$ cat config.mk
export PLATFORM = sky130hd
export DESIGN_NAME = mem_arbiter
export DESIGN_NICKNAME = d
export VERILOG_FILES = /design/src/rtl/mem_arbiter.sv
export SDC_FILE = /design/constraint.sdc
export NUM_CORES = 1
export LEC_CHECK = 0
export BUFFER_PORTS_ARGS = -buffer_cell sky130_fd_sc_hd__buf_2
export CAP_MARGIN = 0
export CORE_ASPECT_RATIO = 0.75
export CORE_MARGIN = 2
export CORE_UTILIZATION = 47
export DETAILED_ROUTE_END_ITERATION = 8
export GPL_TIMING_DRIVEN = 0
export HOLD_SLACK_MARGIN = 0.02
export MAX_ROUTING_LAYER = met4
export PLACE_DENSITY = 0.95
export SYNTH_ARGS = -nofsm -noshare
export SYNTH_HDL_FRONTEND = slang
export SYNTH_SLANG_ARGS = --single-unit
$ cat constraint.sdc
create_clock -name clk -period 5.21 [get_ports clk]
set_clock_uncertainty 0.2 [all_clocks]
set_input_delay 0.521 -clock clk [delete_from_list [all_inputs] [get_ports clk]]
set_output_delay 0.521 -clock clk [all_outputs]
set_load 0.05 [all_outputs]
$ cat src/rtl/mem_arbiter.sv
// mem_arbiter: round-robin arbiter sharing one memory port among NUM_PORTS
// requesters. One transaction at a time, IDLE -> BUSY -> DONE -> IDLE, with
// every memory-side and requester-side output registered.
// Optional feature: define MEM_ARB_TIMEOUT_EN to abort transactions that the
// memory never acknowledges within TIMEOUT_CYCLES busy cycles.
module mem_arbiter #(
  parameter int NUM_PORTS      = 2,
  parameter int ADDR_W         = 32,
  parameter int DATA_W         = 32,
  parameter int TIMEOUT_CYCLES = 255
) (
  input  logic                        clk,
  input  logic                        reset,
  input  logic [NUM_PORTS-1:0]        req_read,
  input  logic [NUM_PORTS-1:0]        req_write,
  input  logic [NUM_PORTS*ADDR_W-1:0] req_addr,
  input  logic [NUM_PORTS*DATA_W-1:0] req_wdata,
  output logic [NUM_PORTS-1:0]        req_ack,
  output logic [NUM_PORTS-1:0]        req_err,
  output logic [DATA_W-1:0]           req_rdata,
  output logic [NUM_PORTS-1:0]        grant,
  output logic                        busy,
  output logic                        mem_read,
  output logic                        mem_write,
  output logic [ADDR_W-1:0]           mem_addr,
  output logic [DATA_W-1:0]           mem_write_data,
  input  logic                        mem_ack,
  input  logic [DATA_W-1:0]           mem_read_data
);

  localparam int PTR_W = (NUM_PORTS > 1) ? $clog2(NUM_PORTS) : 1;

  // Reject configurations the arbiter cannot implement.
  if (NUM_PORTS < 1 || TIMEOUT_CYCLES < 1) begin : g_bad_cfg
    $error("mem_arbiter: NUM_PORTS and TIMEOUT_CYCLES must both be >= 1");
  end

  typedef enum logic [1:0] {
    IDLE = 2'd0,
    BUSY = 2'd1,
    DONE = 2'd2
  } state_t;

  state_t                 state;
  logic [PTR_W-1:0]       ptr;
  logic                   found;
  logic [PTR_W-1:0]       win;
  logic [PTR_W-1:0]       cand;
  logic [NUM_PORTS-1:0]   grant_nxt;

`ifdef MEM_ARB_TIMEOUT_EN
  localparam int CNT_W = $clog2(TIMEOUT_CYCLES + 1);
  logic [CNT_W-1:0]       cnt;
`else
  // Without the watchdog a transaction can never be aborted.
  assign req_err = '0;
`endif

  // Round-robin search starting one past the last winner; the pointer itself
  // is checked last so a lone requester is still served back to back.
  always_comb begin
    found     = 1'b0;
    win       = ptr;
    cand      = '0;
    grant_nxt = '0;
    for (int i = 1; i <= NUM_PORTS; i++) begin
      cand = PTR_W'((int'(ptr) + i) % NUM_PORTS);
      if (!found && (req_read[cand] || req_write[cand])) begin
        found = 1'b1;
        win   = cand;
      end
    end
    grant_nxt[win] = 1'b1;
  end

  // Arbitration FSM; all outputs are registered and pulses default low.
  always_ff @(posedge clk or negedge reset) begin
    if (!reset) begin
      state          <= IDLE;
      ptr            <= PTR_W'(NUM_PORTS - 1);
      req_ack        <= '0;
      req_rdata      <= '0;
      grant          <= '0;
      busy           <= 1'b0;
      mem_read       <= 1'b0;
      mem_write      <= 1'b0;
      mem_addr       <= '0;
      mem_write_data <= '0;
`ifdef MEM_ARB_TIMEOUT_EN
      req_err        <= '0;
      cnt            <= '0;
`endif
    end else begin
      req_ack <= '0;
`ifdef MEM_ARB_TIMEOUT_EN
      req_err <= '0;
`endif
      case (state)
        IDLE: begin
          if (found) begin
            state          <= BUSY;
            ptr            <= win;
            grant          <= grant_nxt;
            busy           <= 1'b1;
            // A port raising both read and write is treated as a write.
            mem_write      <= req_write[win];
            mem_read       <= ~req_write[win];
            mem_addr       <= req_addr[int'(win)*ADDR_W +: ADDR_W];
            mem_write_data <= req_wdata[int'(win)*DATA_W +: DATA_W];
`ifdef MEM_ARB_TIMEOUT_EN
            cnt            <= '0;
`endif
          end
        end
        BUSY: begin
          if (mem_ack) begin
            mem_read  <= 1'b0;
            mem_write <= 1'b0;
            req_rdata <= mem_write ? '0 : mem_read_data;
            req_ack   <= grant;
            state     <= DONE;
          end
`ifdef MEM_ARB_TIMEOUT_EN
          else if (cnt == CNT_W'(TIMEOUT_CYCLES - 1)) begin
            // Last allowed busy cycle passed without mem_ack: abort.
            mem_read  <= 1'b0;
            mem_write <= 1'b0;
            req_rdata <= '0;
            req_ack   <= grant;
            req_err   <= grant;
            state     <= DONE;
          end else begin
            cnt <= cnt + 1'b1;
          end
`endif
        end
        DONE: begin
          grant <= '0;
          busy  <= 1'b0;
          state <= IDLE;
        end
        default: state <= IDLE;
      endcase
    end
  end

endmodule

* Word-level counts from Yosys, hierarchy flattened
Index checks and enable logic that the tools add are counted.
** Word-level totals
- Bits in registers :: 106
- Input bits :: 167
- Output and inout bits :: 105
- Logic and storage cells :: 67
** Cells by class
- Add/sub/neg operators :: 2
- Magnitude comparators :: 4
- Eq/ne operators :: 4
- Shift-type cells :: 2
- Mux-type cells :: 31
- Bitwise operators :: 1
- Reduce and logical (&&, ||, !) cells :: 13
** Operator list (count)
- $shiftx A64 B7 Y32 :: 2
- $mux W32 :: 1
- $mux W1 :: 19
- $mux W2 :: 5
- $pmux W2 S2 :: 2
- $reduce_and A2 Y1 :: 4
- $lt A1 B2 Y1 const B :: 3
- $pmux W1 S2 :: 3
- $ne A2 B2 Y1 const B :: 2
- $reduce_bool A2 Y1 :: 2
- $reduce_and A3 Y1 :: 1
- $add A1 B1 Y1 const B :: 2
- $eq A2 B1 Y1 const B :: 1
- $eq A2 B2 Y1 const B :: 1
- $logic_and A1 B1 Y1 :: 2
- $logic_not A2 Y1 :: 1
- $logic_or A1 B1 Y1 :: 2
- $demux W1 S1 :: 1
- $ge A1 B1 Y1 const B :: 1
- $logic_not A1 Y1 :: 1
- $not A1 Y1 :: 1

* Depth between registers and ports, before layout
Gate-level depths: netlist of the first run.
- Depth after elaboration :: 14
- Gate-level depth with buffers :: 7
- Gate-level depth less buffers :: 4

* Least setup slack after synthesis of the first run
No wires, ideal clock.
- Path type :: input to register
- From :: input port req_write[1]
- To :: register grant[0]
- Library setup time :: 67 ps
- Arrival :: 1672 ps
- Data required time :: 4943 ps
- Path slack :: 3271 ps
- Stages :: 7
- Path buffers :: 3
- Cell sequence :: or4_1 -> nand2_1 -> buf_6 -> buf_6 -> buf_6 -> nand3_2 -> nand2_1
** On the way
- Longest elaborated chain between the ends :: 13
- Elaborated cells on any way between the ends :: 21
- Those cells by class :: 2 x order compare; 1 x eq/ne; 12 x mux; 6 x reduce/logical
** Ends and longest elaborated chain
- start, declared :: line 15 : input logic [NUM_PORTS-1:0] req_write,
- $mux W1 (not written as such) (2 in a row) :: line 68 : if (!found && (req_read[cand] || req_write[cand])) begin
- $logic_or A1 B1 Y1 :: line 68
- $mux W1 :: line 68
- $logic_not A1 Y1 :: line 68
- $logic_and A1 B1 Y1 :: line 68
- $mux W1 :: line 68
- $lt A1 B2 Y1 (not written as such) or $ge A1 B1 Y1 (tied branches) :: line 73 : grant_nxt[win] = 1'b1;
- $logic_and A1 B1 Y1 (not written as such) :: line 73
- $mux W1 (not written as such) :: line 73
- $demux W1 S1 :: line 73
- $mux W2 :: line 100 : if (found) begin
- $pmux W2 S2 :: line 98 : case (state)
- end signal, assigned :: line 103 : grant <= grant_nxt;
- end, declared :: line 21 : output logic [NUM_PORTS-1:0] grant,
Several ways; a longest one is shown, not always the timed one. The select of a mux whose other input is x is not followed.
A chain may end at the register's enable or synchronous reset.

* Final worst setup path of the first run
- From :: register ptr
- To :: register mem_addr[8]
** On the way
- Longest elaborated chain between the ends :: 9
- Elaborated cells on any way between the ends :: 20
- Those cells by class :: 2 x add/sub; 1 x shift; 12 x mux; 5 x reduce/logical
** Ends and longest elaborated chain
- start, declared :: line 45 : logic [PTR_W-1:0] ptr;
- start signal, assigned :: line 80 : ptr <= PTR_W'(NUM_PORTS - 1);
- start signal, assigned :: line 102 : ptr <= win;
- $add A1 B1 Y1 :: line 67 : cand = PTR_W'((int'(ptr) + i) % NUM_PORTS);
- $mux W1 (not written as such) (2 in a row) :: line 68
- $logic_or A1 B1 Y1 :: line 68
- $mux W1 :: line 68
- $logic_not A1 Y1 :: line 68
- $logic_and A1 B1 Y1 :: line 68
- $mux W1 :: line 68
- $shiftx A64 B7 Y32 or $reduce_and A2 Y1 (tied branches)
- end signal, assigned :: line 108 : mem_addr <= req_addr[int'(win)*ADDR_W +: ADDR_W];
- end, declared :: line 25 : output logic [ADDR_W-1:0] mem_addr,
Several ways; a longest one is shown, not always the timed one. The select of a mux whose other input is x is not followed.

==> results of run 1 <==
==> placed cells by master (no fill, tap or decap), types with 5 or more instances in the layout <==
| cell type | instances |
|---|---|
| o21ai_0 | 95 |
| nand2b_1 | 35 |
| dfrtp_1 | 105 |
| clkbuf_16 | 9 |
| buf_4 | 5 |
| buf_6 | 5 |
| o21ai_1 | 6 |
| clkbuf_1 | 12 |
| nand2_1 | 102 |
| buf_2 | 276 |
| mux2i_1 | 64 |
==> final timing paths <==
| kind | from | to | slack, ns | cells after the start |
|---|---|---|---|---|
| worst max-delay path | ptr$_DFFE_PN1P_ | mem_addr[8]$_DFFE_PN0P_ | 3.10 | 6 |
| worst min-delay path | mem_ack | state[0]$_DFFE_PN0P_ | 0.17 | 2 |
| worst max register to register | ptr$_DFFE_PN1P_ | mem_addr[8]$_DFFE_PN0P_ | 3.10 | 6 |
| worst min register to register | mem_addr[19]$_DFFE_PN0P_ | mem_addr[19]$_DFFE_PN0P_ | 0.27 | 2 |
| max in group asynchronous | reset | ptr$_DFFE_PN1P_ | 3.55 | 3 |
| min in group asynchronous | reset | req_rdata[0]$_DFFE_PN0P_ | 0.52 | 2 |
==> flip-flops by register name (all words and copies together) (netlist names) <==
name            flops
req_rdata          32
mem_addr           32
busy                1
mem_write           1
req_ack             2
mem_read            1
ptr                 1
mem_write_data     32
grant               2
state               2
==> cell usage after synthesis, drive strengths merged <==
cell type    n  area, sq um
nor2         1         3.75
nand3b       1         7.51
nand2b      35          219
a21o         1         7.51
dfrtp      105         2630
dfstp        1         26.3
nand3        3         20.0
o21ai      101          505
clkbuf      17         72.6
mux2i       64          641
buf         17          126
conb         1         3.75
nand2      102          383
a31oi        1         6.26
and2         3         18.8
or4          1         7.51
and3         1         6.26
a21oi        1         5.00
inv          2         7.51
o31ai        1         12.5
==> layer usage <==
metal	track usage, %	wire [microns]
met4	6.08	176
met2	42.5	6590
met5	-	0
met3	5.74	875
met1	31.1	5560
==> logic make-up (layout without fill, tap and decap cells) <==
group                  after synthesis  after routing  share of synthesized area (%)
flip-flops                         106            106                           56.4
buffers and inverters               36            323                           4.39
AO/OA/AOI/OAI                      105            105                           11.4
multiplexers                        64             64                           13.6
AND/OR/NAND/NOR                    147            147                           14.1
other                                1              2                         0.0797
==> worst register-to-register path, cell delays in order (launching register included) <==
cell	delay, ns
dfstp_2	0.58
o21ai_0	0.12
o31ai_2	0.14
buf_4	0.31
buf_2	0.32
mux2i_1	0.22
o21ai_0	0.10
==> where the power goes <==
| group | total, uW | switching [uW] | internal (uW) | leakage (uW) |
|---|---|---|---|---|
| Sequential | 1410 | 209 | 1210 | 0.00132 |
| Combinational | 2870 | 2130 | 740 | 0.00209 |
| Clock | 644 | 312 | 332 | 0.000141 |
==> layout make-up <==
class                           count  area [sq um]
Clock inverter                      7          57.6
Timing Repair Buffer              271          1390
Buffer                             34           199
Multi-Input combinational cell    318          1850
Tap cell                          132           165
Fill cell                         748          3150
Clock buffer                        9           225
Inverter                            2          7.51
Sequential cell                   106          2650
==> per-stage QoR <==
| stage | utilization (%) | std cells | setup WS, ns |
|---|---|---|---|
| 6_report | 67.5 | 879 | 3.10 |
| 5_1_grt | 67.5 | 879 | 2.96 |
| 3_3_place_gp | 64.2 | 861 | 2.30 |
| 4_1_cts | 67.5 | 879 | 3.07 |
| 3_5_place_dp | 64.5 | 862 | 2.83 |
| 2_1_floorplan | - | 460 | 3.27 |
==> repair_timing <==
| item | in CTS | in global routing |
|---|---|---|
| hold buffers | 1 | 0 |
| setup endpoints to repair | 0 | 0 |
| hold endpoints to repair | 40 | 0 |
==> impl_metrics.yaml, run 1 <==
timing:
  hold_slack_ns: 0.174
  final_hold_viol_count: 0
  tightest_slew_ns: 0.557
  finalCritPeriodShare_pct: 40.6
  drv_slew: 0
  timing.setup.tns_ns: 0
  fmax_mhz: 473
  grt_setup_unrepaired: "no"
  relSlewSlack_pct: 62.9
  period_needed_ns: 2.11
  finalSetupViolations: 0
drt:
  dr.pass1.iters: 4
  vias: 4341
  drt-wirelength-per-cell_microns: 15.0
  wl_mm: 13.2
  drc: 0
  final_antenna_net_count: 0
  drt_iter0_drc: 146
  vias_per_cell: 4.94
clock_network:
  cts_tree: "yes"
  insertion_delay_ns: 0.34
  clock_sinks: 106
  cts.clk_slew.worst_paths_ns: 0.07
  numCtsBuffers: 9
  postCtsSetupBuffers: 0
  clockRootBuffer: "clkbuf_16"
  cts_max_path_buffers: 2
  cts_resized: 0
  cts-htree-levels: 3
critical_path:
  crit_fanout: 10
  cp.required_ns: 5.22
  arrival_ns: 2.13
  critPathSlowestCell: "dfstp_2"
  crit_type: "flip-flop to flip-flop"
  crit_path_start_kind: "flip-flop"
  cp_num_buf_inv: 2
  worstPathCellList: "o21ai_0, o31ai_2, buf_4, buf_2, mux2i_1, o21ai_0"
  cpPeakStageDelay_ns: 0.58
  crit_family: "buffers and inverters"
  path_common_cell: "o21ai_0"
  endpoint_kind: "flip-flop"
power_and_ir_drop:
  leakage_uw: 0.00355
  p_per_area_mw_per_mm2: 753
  power_uw: 4930
  ir_worst_vdd_mv: 0.421
grt:
  grt_usage_pct: 25.2
  grt_max_degree: 67
  grt_pass1_vias: 4215
  grt_pass1_wl_mm: 20.9
  antenna_found_initial: 0
  grt_overflow_total: 0
logic_synthesis:
  ys_seq_area_share_pct: 56.4
  synth.distinct_cells: 26
  yosysWarningCount: 0
  synth_seq_cells: 106
  netlist_area_sq_mm: 0.00471
  synth_cells: 459
  avgSynthCellArea_sq_um: 10.3
placement:
  dp_hpwl_mm: 10.3
  port_buffers: 269
  gp_congestion: 0.847
  placed_cell_area_sq_mm: 0.00625
layout:
  diodes: 0
  drive_above_1_share_pct: 41.6
  area_growth_pct: 39.0
  final_area_sq_mm: 0.00655
  nNetsFinal: 909
die:
  pin_count: 272
  core_sq_mm: 0.00970
  fp.dieH_microns: 90.7
  row_count: 31
  start_util_pct: 48.5
  die_w_microns: 120
  dieArea_sq_mm: 0.0108
min_path:
  min_path_type: "primary input to flip-flop"
run:
  cap_violations: 0
outcome:
  status: "completed"
(Power assumes the default switching activity.)
==> inputs of run 2 (changes only) <==
--- a/config.mk
+++ b/config.mk
@@ -9,12 +9,12 @@
 export CAP_MARGIN = 0
 export CORE_ASPECT_RATIO = 0.75
 export CORE_MARGIN = 2
-export CORE_UTILIZATION = 47
+export CORE_UTILIZATION = 40
 export DETAILED_ROUTE_END_ITERATION = 8
 export GPL_TIMING_DRIVEN = 0
 export HOLD_SLACK_MARGIN = 0.02
 export MAX_ROUTING_LAYER = met4
-export PLACE_DENSITY = 0.95
+export PLACE_DENSITY = 0.87
 export SYNTH_ARGS = -nofsm -noshare
 export SYNTH_HDL_FRONTEND = slang
 export SYNTH_SLANG_ARGS = --single-unit
==> constraint.sdc (replaced) <==
create_clock -name clk -period 1.92 [get_ports clk]
set_clock_uncertainty 0.2 [all_clocks]
set_input_delay 0.192 -clock clk [delete_from_list [all_inputs] [get_ports clk]]
set_output_delay 0.192 -clock clk [all_outputs]
set_load 0.05 [all_outputs]
==> impl_metrics.yaml, run 2 (same netlist as run 1, synthesis figures left out) <==
drt:
  drt_iter0_drc: 207
  drc: 0
  wl_mm: 19.3
  vias_per_cell: 5.05
  drt-wirelength-per-cell_microns: 18.0
  vias: 5415
  dr.pass1.iters: 5
  final_antenna_net_count: 0
layout:
  seq_area_sq_mm: 0.00265
  layout_common_cells: "272 x buf_2, 162 x dlygate4sd3_1, 105 x dfrtp_1, 102 x nand2_1, 94 x o21ai_0"
  diodes: 0
  drive_above_1_share_pct: 35.0
  finish.utilization_pct: 71.8
  largestRegisters: "mem_addr: 32 flops, mem_write_data: 32 flops, req_rdata: 32 flops"
  mostFrequentLayoutCell: "buf_2"
  n_fill_cell: 722
  multiInputGateArea_sq_mm: 0.00188
  nNetsFinal: 1073
  area_growth_pct: 76.0
clock_network:
  cts-htree-levels: 3
  insertion_delay_ns: 0.34
  cts.clk_slew.worst_paths_ns: 0.07
  numCtsBuffers: 9
  clockRootBuffer: "clkbuf_16"
  cts_max_path_buffers: 2
  cts_tree: "yes"
  clock_sinks: 106
min_path:
  hold_path_depth: 3
  hold_path_end: "mem_read$_DFFE_PN0P_"
  worstHoldStart: "req_read[0]"
  min_path_type: "primary input to flip-flop"
timing:
  hold_slack_ns: 0.0552
  timing.setup.tns_ns: 0
  final_hold_viol_count: 0
  grt_setup_unrepaired: "no"
  fin_ws_ns: 0.0409
  finalCritPeriodShare_pct: 97.9
  finalSetupViolations: 0
  relSlewSlack_pct: 52.4
  fmax_mhz: 532
  drv_slew: 0
  period_needed_ns: 1.88
  tightest_slew_ns: 0.714
critical_path:
  crit_family: "flip-flops"
  reg2reg_from: "ptr$_DFFE_PN1P_"
  endpoint_kind: "flip-flop"
  critPathSlowestCell: "dfstp_2"
  crit_fanout: 10
  worstPathCellList: "o21ai_2, o31ai_4, buf_6, buf_12, mux2i_1, o21ai_1"
  worstRegToRegCells: 6
  cp_num_buf_inv: 2
  cp.required_ns: 1.93
  arrival_ns: 1.88
  crit_path_start: "ptr$_DFFE_PN1P_"
  r2r-end: "mem_write_data[22]$_DFFE_PN0P_"
  r2r_slack_ns: 0.04
  cpPeakStageDelay_ns: 0.60
  crit_type: "flip-flop to flip-flop"
  crit_path_start_kind: "flip-flop"
grt:
  antenna_found_initial: 0
  grt_pass1_wl_mm: 29.6
  grt_overflow_total: 0
  grt_pass1_vias: 5934
  grt_usage_pct: 31.3
  grt_max_degree: 55
die:
  row_count: 34
  die_w_microns: 129
  fp.dieH_microns: 97.9
  core_sq_mm: 0.0115
  dieArea_sq_mm: 0.0127
  start_util_pct: 40.8
  pin_count: 272
power_and_ir_drop:
  p_per_area_mw_per_mm2: 1710
  power_uw: 14100
  ir_worst_vdd_mv: 1.33
  leakage_uw: 0.00424
placement:
  pre_cts_slack_ns: -0.218
  gp_congestion: 0.804
  dp_hpwl_mm: 10.5
  port_buffers: 269
outcome:
  status: "completed"
run:
  cap_violations: 0
run 2: cell types whose count changed in the layout (fill, tap and decap cells not counted), sizes merged:
cell,delta
inv,-2
dlygate4sd3,+161
clkinvlp,+2
clkinv,-2
clkbuf,+1
buf,+4
run 2: area by class of cell:
cell class | instances | area share [%]
tap | 162 | 2.45
inverter | 2 | 0.0906
sequential | 106 | 32.0
timing repair buffer | 435 | 36.5
clock buffer | 11 | 2.81
clock inverter | 5 | 0.453
multi-input combinational | 318 | 22.7
buffer | 34 | 2.96
run 2: metrics by stage:
stage | area [sq um] | std cells
floorplan | 4710 | 460
finish | 8280 | 1073
global placement | 6260 | 891
global route | 8280 | 1073
CTS | 8220 | 1072
detailed placement | 6290 | 892
run 2: where the power goes:
group / internal [uW] / total, uW / switching, uW / leakage, uW
Clock: 889 / 1720 / 835 / 0.000127
Combinational: 2370 / 8490 / 6120 / 0.00280
Sequential: 3280 / 3930 / 658 / 0.00132
Total: 6540 / 14100 / 7610 / 0.00424
run 2: how the worst max path moves through the flow:
stage | slack (ns) | cells past startpoint | endpoint
final | 0.04 | 6 | mem_write_data[22]$_DFFE_PN0P_
after global routing | 0.006 | 6 | mem_write_data[25]$_DFFE_PN0P_
after CTS | 0.004 | 5 | mem_write_data[31]$_DFFE_PN0P_
after detailed placement | -0.22 | 6 | mem_addr[12]$_DFFE_PN0P_
after global placement | -0.68 | 1 | mem_write_data[24]$_DFFE_PN0P_
after floorplan | 0.14 | 6 | mem_addr[12]$_DFFE_PN0P_
run 2: timing repair:
item                                   CTS  global route
buffers inserted                         2             1
endpoints found under the hold margin  149             0
hold buffers                           162             0
setup endpoints to repair               29            90
gates resized for setup                  5            23
pin swaps                                0             0
run 2: routing by layer:
metal  vias to the layer above  part of all wire [%]  global-route usage [%]
met5                         -                     0                       -
met4                         0                   5.0                    17.3
met3                        98                   8.3                    8.33
met2                       335                    50                    53.6
met1                      2546                    37                    32.6
li1                       2436                     -                       -
run 2: worst register-to-register path: stages, from the launching register on:
cell and delay, ns:
dfstp_2 0.60, o21ai_2 0.10, o31ai_4 0.10, buf_6 0.22, buf_12 0.16, mux2i_1 0.24, o21ai_1 0.13
==> inputs of run 3 (changes only) <==
--- a/config.mk
+++ b/config.mk
@@ -14,7 +14,7 @@
 export GPL_TIMING_DRIVEN = 0
 export HOLD_SLACK_MARGIN = 0.02
 export MAX_ROUTING_LAYER = met4
-export PLACE_DENSITY = 0.87
+export PLACE_DENSITY = 0.77
 export SYNTH_ARGS = -nofsm -noshare
 export SYNTH_HDL_FRONTEND = slang
 export SYNTH_SLANG_ARGS = --single-unit
==> impl_metrics.yaml, run 3 (same netlist as run 1, synthesis figures left out) <==
timing:
  finalSetupViolations: 0
  fmax_mhz: 537
  final_hold_viol_count: 0
  relSlewSlack_pct: 60.1
  tightest_slew_ns: 0.598
  period_needed_ns: 1.86
  grt_setup_unrepaired: "yes"
  finalCritPeriodShare_pct: 96.9
  timing.setup.tns_ns: 0
  drv_slew: 0
die:
  start_util_pct: 40.8
  die_w_microns: 129
  core_sq_mm: 0.0115
  fp.dieH_microns: 97.9
  row_count: 34
  pin_count: 272
  dieArea_sq_mm: 0.0127
power_and_ir_drop:
  p_per_area_mw_per_mm2: 1690
  leakage_uw: 0.00425
  ir_worst_vdd_mv: 1.37
  power_uw: 14000
  internal-power_uw: 6640
  p_switching_uw: 7390
  swShare_pct: 52.7
  p_comb_share_pct: 59.6
  p_seq_share_pct: 27.6
  clockPowerShare_pct: 12.8
layout:
  seq_area_sq_mm: 0.00265
  finish.utilization_pct: 71.9
  n_fill_cell: 767
  nNetsFinal: 1075
  layout_common_cells: "273 x buf_2, 162 x dlygate4sd3_1, 105 x dfrtp_1, 102 x nand2_1, 94 x o21ai_0"
  mostFrequentLayoutCell: "buf_2"
  largestRegisters: "mem_addr: 32 flops, mem_write_data: 32 flops, req_rdata: 32 flops"
  final_area_sq_mm: 0.00829
  drive_above_1_share_pct: 34.6
  area_growth_pct: 76.1
  multiInputGateArea_sq_mm: 0.00186
clock_network:
  cts.clk_slew.worst_paths_ns: 0.07
  cts_tree: "yes"
  clockRootBuffer: "clkbuf_16"
  clock_sinks: 106
  insertion_delay_ns: 0.33
  cts-htree-levels: 3
  cts_max_path_buffers: 2
  numCtsBuffers: 9
run:
  cap_violations: 0
grt:
  grt_overflow_total: 0
  grt_max_degree: 65
  antenna_found_initial: 1
  grt_pass1_wl_mm: 28.3
  grt_usage_pct: 29.7
  grt_pass1_vias: 5702
placement:
  port_buffers: 269
  dp_hpwl_mm: 10.6
  placed_cell_area_sq_mm: 0.00629
  gp_congestion: 0.854
min_path:
  min_path_type: "primary input to flip-flop"
drt:
  drt_iter0_drc: 263
  wl_mm: 18.2
  drt-wirelength-per-cell_microns: 17.0
  drc: 0
  vias_per_cell: 4.96
  vias: 5334
  dr.pass1.iters: 5
  final_antenna_net_count: 0
critical_path:
  crit_family: "flip-flops"
  crit_fanout: 10
  worstPathCellList: "o21ai_1, o31ai_4, buf_6, buf_8, mux2i_1, o21ai_0"
  arrival_ns: 1.87
  endpoint_kind: "flip-flop"
  cp_num_buf_inv: 2
  cp.required_ns: 1.93
  cpPeakStageDelay_ns: 0.58
  critPathSlowestCell: "dfstp_2"
  crit_path_start_kind: "flip-flop"
  crit_type: "flip-flop to flip-flop"
outcome:
  status: "completed"
-- run 3: cell types whose count changed in the layout (fill, tap and decap cells not counted), sizes merged --
cell	change
clkbuf	+1
buf	+1
diode	+1
inv	-2
bufinv	+1
-- run 3: final timing paths --
| check | start | end | slack (ns) | depth (start not counted) |
|---|---|---|---|---|
| worst max-delay path | ptr$_DFFE_PN1P_ | mem_write_data[23]$_DFFE_PN0P_ | 0.06 | 6 |
| min in group asynchronous | reset | req_rdata[0]$_DFFE_PN0P_ | 0.21 | 2 |
| worst min-delay path | req_read[0] | mem_read$_DFFE_PN0P_ | 0.04 | 3 |
| worst min register to register | req_rdata[0]$_DFFE_PN0P_ | req_rdata[0]$_DFFE_PN0P_ | 0.28 | 2 |
| worst max register to register | ptr$_DFFE_PN1P_ | mem_write_data[23]$_DFFE_PN0P_ | 0.06 | 6 |
| max in group asynchronous | reset | ptr$_DFFE_PN1P_ | 0.54 | 3 |
-- run 3: layout make-up --
type / instances / share of cell area [%]
antenna: 1 / 0.0302
buffer: 34 / 2.85
clock buffer: 11 / 2.81
clock inverter: 4 / 0.649
inverter: 2 / 0.0906
multi-input combinational: 318 / 22.5
sequential: 106 / 32.0
tap: 162 / 2.45
timing repair buffer: 437 / 36.6
-- run 3: worst reg2reg max path, stage by stage, from the launching register on --
cell and delay (ns):
dfstp_2 0.58, o21ai_1 0.12, o31ai_4 0.10, buf_6 0.22
buf_8 0.17, mux2i_1 0.23, o21ai_0 0.12
-- run 3: timing repair --
action,4_1_cts,5_1_grt
hold buffers,162,0
buffers inserted,2,3
resized for setup,3,15
endpoints found under the hold margin,139,0
setup endpoints to repair,27,76
-- run 3: metrics by stage --
step	worst slack, ns	hold slack (ns)	std cells
finish	0.0591	0.0439	1075
global route	-0.00289	0.0693	1075
CTS	0.00980	0.0308	1071
detailed placement	-0.184	0.0345	892
global placement	-0.659	0.203	891
floorplan	0.141	-0.304	460
-- run 3: power groups by stage --
stage,Clock (uW),Combinational (uW),Sequential (uW)
global route,1940,8870,3980
CTS,1850,8110,3820
floorplan,0,2350,7260
detailed placement,0,7810,3850
global placement,0,7660,3800
finish,1800,8360,3870
-- run 3: metal layers --
metal / global-route usage (%) / wire (microns) / vias up
met1: 32.7 / 6860 / 2508
met5: - / 0 / -
met4: 15.0 / 862 / 0
li1: - / - / 2439
met3: 6.79 / 1320 / 80
met2: 50.2 / 9180 / 307
